**src/rtl/pipelined_barrel_shifter.sv**
```systemverilog
// Pipelined barrel shifter: one registered stage per shift-amount bit with
// bubble-collapsing valid/ready flow control. Rotate, logical and arithmetic modes.
module pipelined_barrel_shifter #(
    parameter int  DATA_WIDTH = 8,
    localparam int AMT_WIDTH  = $clog2(DATA_WIDTH)
) (
    input  logic                  clk,
    input  logic                  reset_n,
    input  logic                  in_valid,
    output logic                  in_ready,
    input  logic [DATA_WIDTH-1:0] in_data,
    input  logic [AMT_WIDTH-1:0]  in_amt,
    input  logic                  in_dir,
    input  logic [1:0]            in_mode,
    output logic                  out_valid,
    input  logic                  out_ready,
    output logic [DATA_WIDTH-1:0] out_data
);

    if ((DATA_WIDTH < 4) || ((DATA_WIDTH & (DATA_WIDTH - 1)) != 0)) begin : g_bad_width
        $error("pipelined_barrel_shifter: DATA_WIDTH must be a power of two and >= 4");
    end

    localparam logic [1:0] MODE_LOGICAL = 2'b01;
    localparam logic [1:0] MODE_ARITH   = 2'b10;

    // Right shifts take the low half of a double-width shift, left shifts the high half;
    // the upper/lower filler word selects rotate, zero fill or sign fill.
    function automatic logic [DATA_WIDTH-1:0] shift_step(
        input logic [DATA_WIDTH-1:0] d,
        input int unsigned           step,
        input logic                  dir_i,
        input logic [1:0]            mode_i,
        input logic                  sign_i
    );
        logic [2*DATA_WIDTH-1:0] wide;
        logic [DATA_WIDTH-1:0]   res;
        wide = '0;
        res  = '0;
        if (dir_i) begin
            case (mode_i)
                MODE_LOGICAL: wide = {{DATA_WIDTH{1'b0}}, d};
                MODE_ARITH:   wide = {{DATA_WIDTH{sign_i}}, d};
                default:      wide = {d, d};
            endcase
            wide = wide >> step;
            res  = wide[DATA_WIDTH-1:0];
        end else begin
            case (mode_i)
                MODE_LOGICAL, MODE_ARITH: wide = {d, {DATA_WIDTH{1'b0}}};
                default:                  wide = {d, d};
            endcase
            wide = wide << step;
            res  = wide[2*DATA_WIDTH-1:DATA_WIDTH];
        end
        return res;
    endfunction

    logic [AMT_WIDTH-1:0]  valid_q, valid_d, load_s;
    logic [DATA_WIDTH-1:0] data_q [AMT_WIDTH];
    logic [DATA_WIDTH-1:0] data_d [AMT_WIDTH];
    logic [AMT_WIDTH-1:0]  amt_q  [AMT_WIDTH];
    logic [AMT_WIDTH-1:0]  amt_d  [AMT_WIDTH];
    logic [1:0]            mode_q [AMT_WIDTH];
    logic [1:0]            mode_d [AMT_WIDTH];
    logic                  dir_q  [AMT_WIDTH];
    logic                  dir_d  [AMT_WIDTH];
    logic                  sign_q [AMT_WIDTH];
    logic                  sign_d [AMT_WIDTH];

    // Load chain: a stage advances when it is empty or its successor advances.
    always_comb begin
        logic nxt_load;
        load_s   = '0;
        nxt_load = out_ready;
        for (int k = AMT_WIDTH - 1; k >= 0; k--) begin
            load_s[k] = !valid_q[k] || nxt_load;
            nxt_load  = load_s[k];
        end
    end

    // Next-state for every stage; payload only moves with a valid transaction.
    always_comb begin
        logic [DATA_WIDTH-1:0] prev_data;
        logic [AMT_WIDTH-1:0]  prev_amt;
        logic [1:0]            prev_mode;
        logic                  prev_dir, prev_sign, prev_valid;
        valid_d    = valid_q;
        data_d     = data_q;
        amt_d      = amt_q;
        mode_d     = mode_q;
        dir_d      = dir_q;
        sign_d     = sign_q;
        prev_data  = in_data;
        prev_amt   = in_amt;
        prev_mode  = in_mode;
        prev_dir   = in_dir;
        prev_sign  = in_data[DATA_WIDTH-1];
        prev_valid = in_valid;
        for (int k = 0; k < AMT_WIDTH; k++) begin
            if (load_s[k]) begin
                valid_d[k] = prev_valid;
                if (prev_valid) begin
                    data_d[k] = prev_amt[k]
                              ? shift_step(prev_data, 32'd1 << k, prev_dir, prev_mode, prev_sign)
                              : prev_data;
                    amt_d[k]  = prev_amt;
                    mode_d[k] = prev_mode;
                    dir_d[k]  = prev_dir;
                    sign_d[k] = prev_sign;
                end else begin
                    data_d[k] = data_q[k];
                end
            end else begin
                valid_d[k] = valid_q[k];
            end
            prev_data  = data_q[k];
            prev_amt   = amt_q[k];
            prev_mode  = mode_q[k];
            prev_dir   = dir_q[k];
            prev_sign  = sign_q[k];
            prev_valid = valid_q[k];
        end
    end

    // Stage registers; reset discards everything in flight.
    always_ff @(posedge clk or negedge reset_n) begin
        if (!reset_n) begin
            valid_q <= '0;
            for (int k = 0; k < AMT_WIDTH; k++) begin
                data_q[k] <= '0;
                amt_q[k]  <= '0;
                mode_q[k] <= 2'b00;
                dir_q[k]  <= 1'b0;
                sign_q[k] <= 1'b0;
            end
        end else begin
            valid_q <= valid_d;
            data_q  <= data_d;
            amt_q   <= amt_d;
            mode_q  <= mode_d;
            dir_q   <= dir_d;
            sign_q  <= sign_d;
        end
    end

    assign in_ready  = load_s[0];
    assign out_valid = valid_q[AMT_WIDTH-1];
    assign out_data  = data_q[AMT_WIDTH-1];

endmodule

```
**config.mk**
```make
export PLATFORM = sky130hd
export DESIGN_NAME = pipelined_barrel_shifter
export DESIGN_NICKNAME = d
export VERILOG_FILES = /design/src/rtl/pipelined_barrel_shifter.sv
export SDC_FILE = /design/constraint.sdc
export NUM_CORES = 1
export LEC_CHECK = 0
export CAP_MARGIN = 20
export CORE_MARGIN = 4
export CORE_UTILIZATION = 35
export DETAILED_ROUTE_END_ITERATION = 10
export PLACE_DENSITY = 0.59
export SLEW_MARGIN = 0
export SYNTH_ARGS = -nofsm -noshare
export SYNTH_HDL_FRONTEND = slang
export SYNTH_SLANG_ARGS = --single-unit
```
**constraint.sdc**
```tcl
create_clock -name clk -period 1.25 [get_ports clk]
set_input_delay 0.3125 -clock clk [delete_from_list [all_inputs] [get_ports clk]]
set_output_delay 0.3125 -clock clk [all_outputs]
set_load 0.01 [all_outputs]
```
---- After elaboration in Yosys (flattened, before gate mapping) ----
Cells that the tools add are included.
operators by class
  reduce and logical (&&, ||, !) cells .... 12
  equality and inequality tests ........... 6
  mux-type cells .......................... 12
operator list
  kind                                           count
  two-way mux 8 bit                              9
  one-hot mux 12 bit (2 select lines)            1
  one-hot mux 10 bit (2 select lines)            1
  one-hot mux 9 bit (2 select lines)             1
  == test 2 x 1 -> 1 bit, second input constant  3
  == test 2 bit, second input constant           3
  AND reduction 2 bit                            3
  OR reduction 2 bit                             3
  logical NOT 1 bit                              3
  logical OR 1 bit                               3
storage, ports and cells
  register bits after elaboration ......... 41
  output and inout port bits .............. 10

---- Logic depth before layout (Yosys ltp) ----
Gate-level depths: netlist of the first run.
  depth after elaboration ................. 5
  gate-level depth with buffers ........... 5
  mapped depth without buffers ............ 5

---- Worst setup path before layout of the first run ----
No wires, ideal clock.
  kind .................................... register to register
  start point ............................. register valid_q[2]
  end point ............................... register amt_q[7] in the netlist's numbering
  path buffers ............................ 1
  period minus slack after synthesis ...... 1.376 ns
  stages on the path, launching flop included .. 5
  data arrival time ....................... 1.250 ns
  path slack .............................. -0.126 ns
  path through ............................ dfrtp_1 > nand4b_2 > nand2_4 > buf_12 > mux2_4
between the ends
  longest elaborated chain between the ends .. 5
RTL lines
  element                        RTL line  text
  from (decl)                    59        logic [AMT_WIDTH-1:0] valid_q, valid_d, load_s;
  from (signal assigned)         138       valid_q <= valid_d;
  logical NOT 1 bit              77        load_s[k] = !valid_q[k] || nxt_load;
  logical OR 1 bit (3 in a row)  77
  via in_ready                   10        output logic in_ready,
  AND reduction 2 bit (no line)  --
  to (signal assigned)           140       amt_q <= amt_d;
  to (decl)                      62        logic [AMT_WIDTH-1:0] amt_q [AMT_WIDTH];
The timed path passes the listed nets, and every way through them passes these cells.
A chain may end at the register's enable or synchronous reset.

---- Worst setup path after layout of the first run ----
  start point ............................. register mode_q[3] in the netlist's numbering
  end point ............................... register data_q (netlist bit out_data[7])
between the ends
  longest elaborated chain between the ends .. 4
  elaborated cells between the ends (all ways) .. 5
  classes of those cells .................. eq/ne (2); mux (3)
RTL lines
  element                                                  RTL line  text
  from (decl)                                              64        logic [1:0] mode_q [AMT_WIDTH];
  from (signal assigned)                                   141       mode_q <= mode_d;
  == test 2 bit or == test 2 x 1 -> 1 bit (tied branches)  41        case (mode_i)
  one-hot mux 12 bit (2 select lines) (*)                  41
  two-way mux 8 bit (*)                                    40        if (dir_i) begin
  two-way mux 8 bit (*)                                    105       ? shift_step(prev_data, 32'd1 << k, prev_dir, prev_mode, prev_sign)
  to (signal assigned)                                     139       data_q <= data_d;
  to (decl)                                                60        logic [DATA_WIDTH-1:0] data_q [AMT_WIDTH];
Every way passes the cells marked *; elsewhere a longest branch is shown, timed or not.

==> results list, run 1 <==
- The run finished, with violations left.
- The checks that failed: negative setup slack.
- Clock insertion delay at the later pin of the skew report: 0.29 ns
- Across the run, the number of max-cap violations was 0.
* Most used cells in the layout excluding fill and tap cells: 34 x sky130_fd_sc_hd__dfrtp_1, 21 x sky130_fd_sc_hd__a21oi_1, 21 x sky130_fd_sc_hd__buf_4
* Final critical path time including I/O delays and setup: 1.374 ns
- Setup violations, final: 27
- The highest metal layer carrying signal wires in the routed design is met4.
- In this run the core area contains 28 standard-cell rows.
- The startpoint identified for the worst register-to-register timing path is mode_q[3].
* Routability cong.: 0.7274
- After routing, the total negative slack on setup checks comes to -1.187 ns.
* Required arrival time at the worst endpoint: 1.43 ns
* Met2 Routed Length: 2195 µm
* Distinct cell type count after synthesis: 37
* Total Wirelength: 4460 µm
- Dividing the detail-routed wire length by the instance count gives 14.11 µm.
* Slack of the critical path: -0.1236 ns
- Clock-pin slew was measured on the worst setup and hold paths at 0.08 ns.
* Post-Route M1 WL: 2019 µm
- Placed Instance Area: 2599 µm²
- Last element of the critical path: out_data[7]
* Core Box Area: 5886 µm²
- Global routing used 13.42% of the available tracks across all layers.
- Net switching is 31.63% of the power.
* Fillcell total: 562
- Leftover overflow at the end of global routing: 0
- After technology mapping, the gate count stands at 191.
- In the final layout, flip-flops and latches occupy 955.9 µm².
- Hold Path Class: reg -> reg
* Netlist Area Pre-Place: 2113 µm²
* Final Hold Vio Count: 0
- Based on the critical path, the design can be clocked at up to 0.7280 GHz.
- The clock network is responsible for 22.8% of the overall power.
- Maximum number of pins on one net before global-route repair: 39
- CP Max Fanout: 4
- Summed over all cells, the static leakage comes to 1.285 nW.
- Setup crit start kind: flip-flop
* Port bufs: 27
- Setup repair after global routing could not meet its margin everywhere.
- Starting utilization of the core area: 35.91%
- The pre-antenna-repair detailed-routing pass consisted of 4 iterations.
- At the pin with the least slew margin, the transition time is 0.4069 ns.
- Synth Area per Inst: 11.06 µm²
* Finished Cell Area: 2884 µm²
* Clock root buffer: sky130_fd_sc_hd__clkbuf_8
* ANT nets after route: 0
- Final #Nets: 261
- Number of DRC violations after detailed-routing iteration 0: 62
- From left edge to right edge, the die measures 85.71 µm.
- DRC: 0
* Syn nets: 212
- FF-to-FF setup slack: -0.12 ns
* TritonCTS clock tree: built
- Fraction of final layout cells sized beyond drive strength 1: 43.57%
- Warnings from Yosys: 0
- STA classifies the critical path endpoint as a flip-flop.
* Global-route wire length before repair: 7859 µm
- Summing internal, switching and leakage power gives 4.510 mW.
* Sink count of the clock tree: 38
* Number of antenna cells inserted: 0
- Arrival time worst endpoint: 1.56 ns
* Worst relative slew slack: 72.87%
- CTS built an H-tree with a depth of 2.
- Clock tree synthesis inserted a total of 5 buffers.
- Sequential share of the synthesized area: 45.00%
- Counting flops and latches in the post-synthesis netlist gives 38.
- Sum of met3 wire segment lengths after detailed routing: 200 µm
* Sequential Power Share: 41.9%
- Endpoint of the most critical register-to-register path: out_data[7]
* Switching power of the nets: 1.427 mW
* Skew final: 0.008463 ns
* Initial antenna violation count: 0
- The area growth from synthesis to layout is 36.47%.
- Max Root-Sink Buffers: 2
- Critical path type: reg -> reg
- The number of global-route vias before repair is 1594.
- Most common library cell in the layout ignoring fill and taps: sky130_fd_sc_hd__dfrtp_1
- Combinational group share of total power: 35.3%
- Via total after detailed routing: 1553
- In this run the power density over the cells is 1564 nW/µm².
- Die Outline Area: 7345 µm²
* Logic depth of the worst register-to-register path: 4
* DP Wirelength: 3235 µm
- Worst voltage drop across the vdd grid: 0.5722 mV
- The multi-input combinational cells in the finished layout cover a total of 1194 µm².
- Cell internal pwr: 3.084 mW
- In this run the count of I/O pins placed on the die edge is 28.
- In the routed layout, each cell is associated on average with a via count of 4.915.
- The die is 85.71 µm tall.
* Fin crit share: 109.9%
- Tracing the worst setup path back leads to its startpoint at mode_q[3].
- The count of pins over their slew limit was 0.
[registers in the layout, summed over array words and instances, names as in the netlist]
register and count:
amt_q 3, mode_q 4, data_q 16, dir_q 2, valid_q 3, sign_q 2
out_data 8
[power groups by stage]
stage / logic (mW) / registers (mW) / clock network, mW
final: 1.59 / 1.89 / 1.03
after global routing: 1.76 / 1.95 / 1.12
after CTS: 1.59 / 1.88 / 1.05
after detailed placement: 1.48 / 1.89 / 0
after global placement: 1.46 / 1.87 / 0
after floorplan: 1.10 / 1.78 / 0
[kinds of logic (layout without fill, tap and decap cells)]
group,Yosys count,count (layout),synth area share (%)
multiplexers,32,32,19.06
AND/OR/NAND/NOR,43,45,11.37
buffers and inverters,23,71,6.986
adder cells (fa/ha/maj),3,3,1.776
flip-flops,38,38,45.00
AO/OA/AOI/OAI,52,52,15.81
[area by class of cell]
| class | count | area share [%] |
|---|---|---|
| inverters | 4 | 0.5206 |
| multi-input cells | 132 | 41.39 |
| well taps | 75 | 3.254 |
| clock buffers | 5 | 2.386 |
| clock inverters | 3 | 1.388 |
| repair buffers | 59 | 17.92 |
| flip-flops and latches | 38 | 33.15 |
[worst max-delay path: stages, from the launching register on]
cell	delay (ns)
sky130_fd_sc_hd__dfrtp_1	0.41
sky130_fd_sc_hd__ha_4	0.28
sky130_fd_sc_hd__and4b_2	0.27
sky130_fd_sc_hd__a211oi_2	0.23
sky130_fd_sc_hd__o2bb2ai_1	0.08
[stage by stage]
stage | utilization, % | setup slack (ns) | hold slack (ns) | instances
final | 49.00 | -0.1236 | 0.4898 | 316
after global routing | 49.00 | -0.1817 | 0.5284 | 316
after CTS | 48.45 | -0.09651 | 0.4967 | 314
after detailed placement | 44.15 | -0.5524 | 0.2993 | 299
after global placement | 44.15 | -0.5365 | 0.2952 | 299
after floorplan | - | -0.01305 | 0.01691 | 191
[cell usage after synthesis]
| library cell | instances | area [µm²] |
|---|---|---|
| sky130_fd_sc_hd__or2b_2 | 1 | 8.760 |
| sky130_fd_sc_hd__and2_4 | 1 | 8.760 |
| sky130_fd_sc_hd__a31oi_1 | 5 | 31.28 |
| sky130_fd_sc_hd__or2b_1 | 1 | 7.510 |
| sky130_fd_sc_hd__mux2_2 | 6 | 67.56 |
| sky130_fd_sc_hd__buf_12 | 1 | 20.02 |
| sky130_fd_sc_hd__ha_1 | 3 | 37.54 |
| sky130_fd_sc_hd__nor2_1 | 15 | 56.30 |
| sky130_fd_sc_hd__buf_2 | 6 | 30.03 |
| sky130_fd_sc_hd__and2_1 | 1 | 6.260 |
| sky130_fd_sc_hd__dfrtp_1 | 38 | 950.9 |
| sky130_fd_sc_hd__a41o_2 | 1 | 11.26 |
| sky130_fd_sc_hd__o21ai_0 | 4 | 20.02 |
| sky130_fd_sc_hd__clkbuf_1 | 3 | 11.26 |
| sky130_fd_sc_hd__a21boi_0 | 1 | 7.510 |
| sky130_fd_sc_hd__a21oi_1 | 21 | 105.1 |
| sky130_fd_sc_hd__nand3_1 | 2 | 10.01 |
| sky130_fd_sc_hd__nand2_4 | 1 | 11.26 |
| sky130_fd_sc_hd__clkinv_1 | 1 | 3.750 |
| sky130_fd_sc_hd__nand4b_2 | 1 | 15.01 |
| sky130_fd_sc_hd__nand2b_1 | 5 | 31.28 |
| sky130_fd_sc_hd__a22oi_1 | 4 | 30.03 |
| sky130_fd_sc_hd__nand3b_1 | 4 | 30.03 |
| sky130_fd_sc_hd__o211ai_1 | 4 | 30.03 |
| sky130_fd_sc_hd__o2bb2ai_1 | 4 | 35.03 |
| sky130_fd_sc_hd__nand2_1 | 9 | 33.78 |
| sky130_fd_sc_hd__nand3b_2 | 1 | 11.26 |
| sky130_fd_sc_hd__and4b_1 | 1 | 10.01 |
| sky130_fd_sc_hd__buf_6 | 1 | 11.26 |
| sky130_fd_sc_hd__mux2_4 | 15 | 225.2 |
| sky130_fd_sc_hd__a31o_2 | 2 | 17.52 |
| sky130_fd_sc_hd__mux2i_1 | 11 | 110.1 |
| sky130_fd_sc_hd__o2111ai_1 | 1 | 8.760 |
| sky130_fd_sc_hd__inv_1 | 3 | 11.26 |
| sky130_fd_sc_hd__a211oi_1 | 4 | 30.03 |
| sky130_fd_sc_hd__o21a_1 | 1 | 7.510 |
| sky130_fd_sc_hd__buf_4 | 8 | 60.06 |
[worst min-delay path by stage]
stage | startpoint | endpoint | slack (ns) | cells past startpoint
floorplan | reset_n | amt_q[5] | 0.02 | 0
global placement | reset_n | out_data[0] | 0.30 | 2
detailed placement | reset_n | out_data[2] | 0.30 | 2
CTS | out_data[6] | out_data[6] | 0.50 | 1
global route | out_data[7] | out_data[7] | 0.53 | 1
finish | out_data[6] | out_data[6] | 0.49 | 1
[timing repair]
| action | CTS | global route |
|---|---|---|
| pin swaps | 11 | 7 |
| buffers inserted | 3 | 2 |
| endpoints found under the setup margin | 44 | 43 |
| resized for setup | 51 | 23 |
| hold buffers | 1 | 0 |
| cloned | 3 | 0 |
| endpoints found under the hold margin | 38 | 0 |
[per-layer routing]
layer | vias to the layer above | track usage [%]
li1 | 790 | -
met3 | 6 | 3.170
met2 | 31 | 22.81
met5 | - | 0
met4 | 0 | 3.453
met1 | 726 | 17.15
Power figures use the tool's default switching activity.
==> inputs of run 2 (changes only) <==
Settings changed: SETUP_SLACK_MARGIN set to 0.02.
==> run 2 against run 1 <==
The flow still finishes with violations (negative setup slack). Clock-buffer cell count increased by 3. Power decreased by 3.5%. Cell count increased by 1.3%. Via count increased by 1.8%. Routed wire length increased by 2.0%. Sequential share of layout area decreased by 0.24 points. Clock skew decreased by 0.0022 ns. Setup slack improved by 0.024 ns. Critical path type unchanged. Highest routed layer unchanged.
==> results list, run 2 (synthesis results as in run 1) <==
- The layout net count came to 265 (was 261).
* Fin crit share: 107.9% (was 109.9%)
* Source of the worst register-to-register timing path: mode_q[3] (unchanged)
- Depth of the CTS H-tree: 2 (unchanged)
- The register area was 955.9 µm² (unchanged).
- Global-route wire length before repair: 7624 µm (was 7859 µm)
* Worst relative slew slack: 71.14% (was 72.87%)
- The category of the worst setup path capture point is a flip-flop (unchanged).
- The maximum root-to-sink buffer count came to 2 (unchanged).
- Avg Vias per Cell: 4.941 (was 4.915)
* Setup crit start kind: flip-flop (unchanged)
- Most used cells in the layout excluding fill and tap cells: 34 x sky130_fd_sc_hd__dfrtp_1, 24 x sky130_fd_sc_hd__buf_4, 20 x sky130_fd_sc_hd__a21oi_1, 20 x sky130_fd_sc_hd__mux2_4, 15 x sky130_fd_sc_hd__nor2_1 (was 34 x sky130_fd_sc_hd__dfrtp_1, 21 x sky130_fd_sc_hd__a21oi_1, 21 x sky130_fd_sc_hd__buf_4).
- Average wire length per cell after detail routing: 14.21 µm (was 14.11 µm)
- The power per cell area came to 1498 nW/µm² (was 1564 nW/µm²).
* Max Clk Rate: 0.7412 GHz (was 0.7280 GHz)
- Routability cong.: 0.7220 (was 0.7274)
* Leftover overflow at the end of global routing: 0 (unchanged)
- Proportion of total power due to net switching: 32.32% (was 31.63%)
- The overall track demand over capacity in global routing came to 13.20% (was 13.42%).
- Chip Height: 85.71 µm (unchanged)
* Final Hold Vio Count: 0 (unchanged)
- Maximum number of pins on one net before global-route repair: 26 (was 39)
- Setup violations, final: 29 (was 27)
- Area growth from synthesis to final layout: 37.48% (was 36.47%)
- Number of antenna cells inserted: 0 (unchanged)
* Skew final: 0.006299 ns (was 0.008463 ns)
* Count of pins on the block boundary: 28 (unchanged)
- The flop-to-flop setup slack came to -0.1 ns (was -0.12 ns).
- Clock root buffer: sky130_fd_sc_hd__clkbuf_8 (unchanged)
- The required time of the critical path was 1.43 ns (about the same).
* Number of DRC violations after detailed-routing iteration 0: 75 (was 62)
- The part of the total power dissipated in sequential elements came to 43.4% (was 41.9%).
* Violated checks: negative setup slack (unchanged)
- The chip width is 85.71 µm (unchanged).
- The number of fill cells is 543 (was 562).
- The number of rows in the core area was 28 (unchanged).
- Hold Path Class: in -> async (was reg -> reg)
* DP Wirelength: 3280 µm (was 3235 µm)
- The starting utilization of the core area is 35.91% (unchanged).
- Via count of the first global-routing pass: 1559 (was 1594)
- The worst setup path category was reg -> reg (unchanged).
- The TritonCTS clock tree is built (unchanged).
- Unrepaired setup endpoints after global routing: true (unchanged)
- The count of pins over their slew limit was 0 (unchanged).
- Post-placement setup slack: -0.5457 ns (was -0.5524 ns)
- Combinational group share of total power: 38.0% (was 35.3%)
- Via total after detailed routing: 1581 (was 1553)
- Logic depth of the worst register-to-register path: 4 (unchanged)
- The overall die area came to 7345 µm² (unchanged).
* Most common library cell in the layout ignoring fill and taps: sky130_fd_sc_hd__dfrtp_1 (unchanged)
- The total routed wirelength is 4547 µm (was 4460 µm).
- The initial antenna violation count is 0 (unchanged).
- Finished Cell Area: 2905 µm² (was 2884 µm²)
- The data arrival time of the critical path was 1.53 ns (was 1.56 ns).
- Core Box Area: 5886 µm² (unchanged)
- Clock insertion delay at the later pin of the skew report: 0.29 ns (about the same)
* Register with the most flip-flops: data_q (unchanged)
- The worst setup margin came to -0.09917 ns (was -0.1236 ns).
- ANT nets after route: 0 (unchanged)
- The total of max-cap violations is 0 (unchanged).
- The internal power consumption is 2.945 mW (was 3.084 mW).
- Least-Margin Pin Slew: 0.4329 ns (was 0.4069 ns)
- The count of buffers inserted at the top-level ports is 27 (unchanged).
* Number of buffers created by CTS: 5 (unchanged)
* Number of flip-flops under the largest register name: 16 (unchanged)
- The maximum fanout along the worst path is 4 (unchanged).
* Worst voltage drop across the vdd grid: 0.6857 mV (was 0.5722 mV)
- Clock power frac: 18.6% (was 22.8%)
- Clock slew seen by the registers of the worst setup and hold paths: 0.07 ns (was 0.08 ns)
- The area of the multi-input gates was 1194 µm² (unchanged).
- Fraction of final layout cells sized beyond drive strength 1: 43.67% (was 43.57%)
- The first-pass iteration count of the detailed router was 4 (unchanged).
- Sink count of the clock tree: 38 (unchanged)
- The placed standard-cell area came to 2604 µm² (was 2599 µm²).
- The end of the worst register-to-register path is out_data[4] (was out_data[7]).
* Hold_ws: 0.4551 ns (was 0.4898 ns)
* Switching power of the nets: 1.406 mW (was 1.427 mW)
* Run status: finished with violations (unchanged)
* Lkg Pwr: 1.298 nW (was 1.285 nW)
- The post-layout minimum cycle time came to 1.349 ns (was 1.374 ns).
- The remaining design rule violation count is 0 (unchanged).
- The share of the core filled with cells in the final layout is 49.36% (was 49.00%).
==> run 2: changes by cell type in the layout (fill, tap and decap cells not counted), sizes merged <==
cell	change
dlymetal6s2s	+1
buf	+5
dlygate4sd2	-1
clkdlybuf4s15	+2
clkinv	-2
bufinv	-1
==> run 2: worst max-delay path, stage by stage (launching register included) <==
cell,delay [ns]
sky130_fd_sc_hd__dfrtp_1,0.41
sky130_fd_sc_hd__ha_4,0.28
sky130_fd_sc_hd__and4b_2,0.27
sky130_fd_sc_hd__a211oi_2,0.20
sky130_fd_sc_hd__o2bb2ai_1,0.08
==> run 2: worst max-delay path by stage <==
stage	startpoint	slack (ns)	depth (start not counted)	to
after floorplan	valid_q[2]	-0.01	4	amt_q[7]
after global placement	out_ready	-0.54	3	in_ready
after detailed placement	out_ready	-0.55	3	in_ready
after CTS	mode_q[3]	-0.09	4	out_data[5]
after global routing	mode_q[3]	-0.17	4	out_data[5]
final	mode_q[3]	-0.1	4	out_data[4]
==> run 2: through the flow <==
step | power [mW] | cells | TNS (ns)
after floorplan | 2.906 | 191 | -0.1875
after global placement | 3.364 | 298 | -16.47
after global routing | 4.653 | 320 | -2.482
final | 4.351 | 320 | -0.9854
after CTS | 4.315 | 313 | -1.540
after detailed placement | 3.394 | 298 | -17.12
==> run 2: repair_timing <==
action	4_1_cts	5_1_grt
hold endpoints to repair	13	0
buffers inserted	4	6
pin swaps	12	2
resized for setup	55	20
cloned	2	1
hold buffers	1	0
endpoints found under the setup margin	46	43
==> run 2: cell type report <==
type	count	share of cell area, %
clock buffers	8	2.756
well taps	75	3.230
inverters	4	0.5168
flip-flops and latches	38	32.90
repair buffers	63	19.51
multi-input cells	132	41.09
==> run 2: power by group through the flow <==
stage | combinational [mW] | clock, mW | sequential, mW
5_1_grt | 1.82 | 0.893 | 1.94
3_3_place_gp | 1.49 | 0 | 1.88
2_1_floorplan | 1.12 | 0 | 1.79
4_1_cts | 1.59 | 0.835 | 1.89
3_5_place_dp | 1.51 | 0 | 1.89
6_report | 1.65 | 0.808 | 1.89
==> run 2: layer usage <==
| metal | part of all wire (%) | up-vias | GRT usage [%] |
|---|---|---|---|
| met2 | 50 | 30 | 22.25 |
| met1 | 45 | 752 | 16.56 |
| met4 | 1.3 | 0 | 3.885 |
| met3 | 4.6 | 4 | 3.554 |
| met5 | 0 | - | 0 |
| li1 | - | 795 | - |
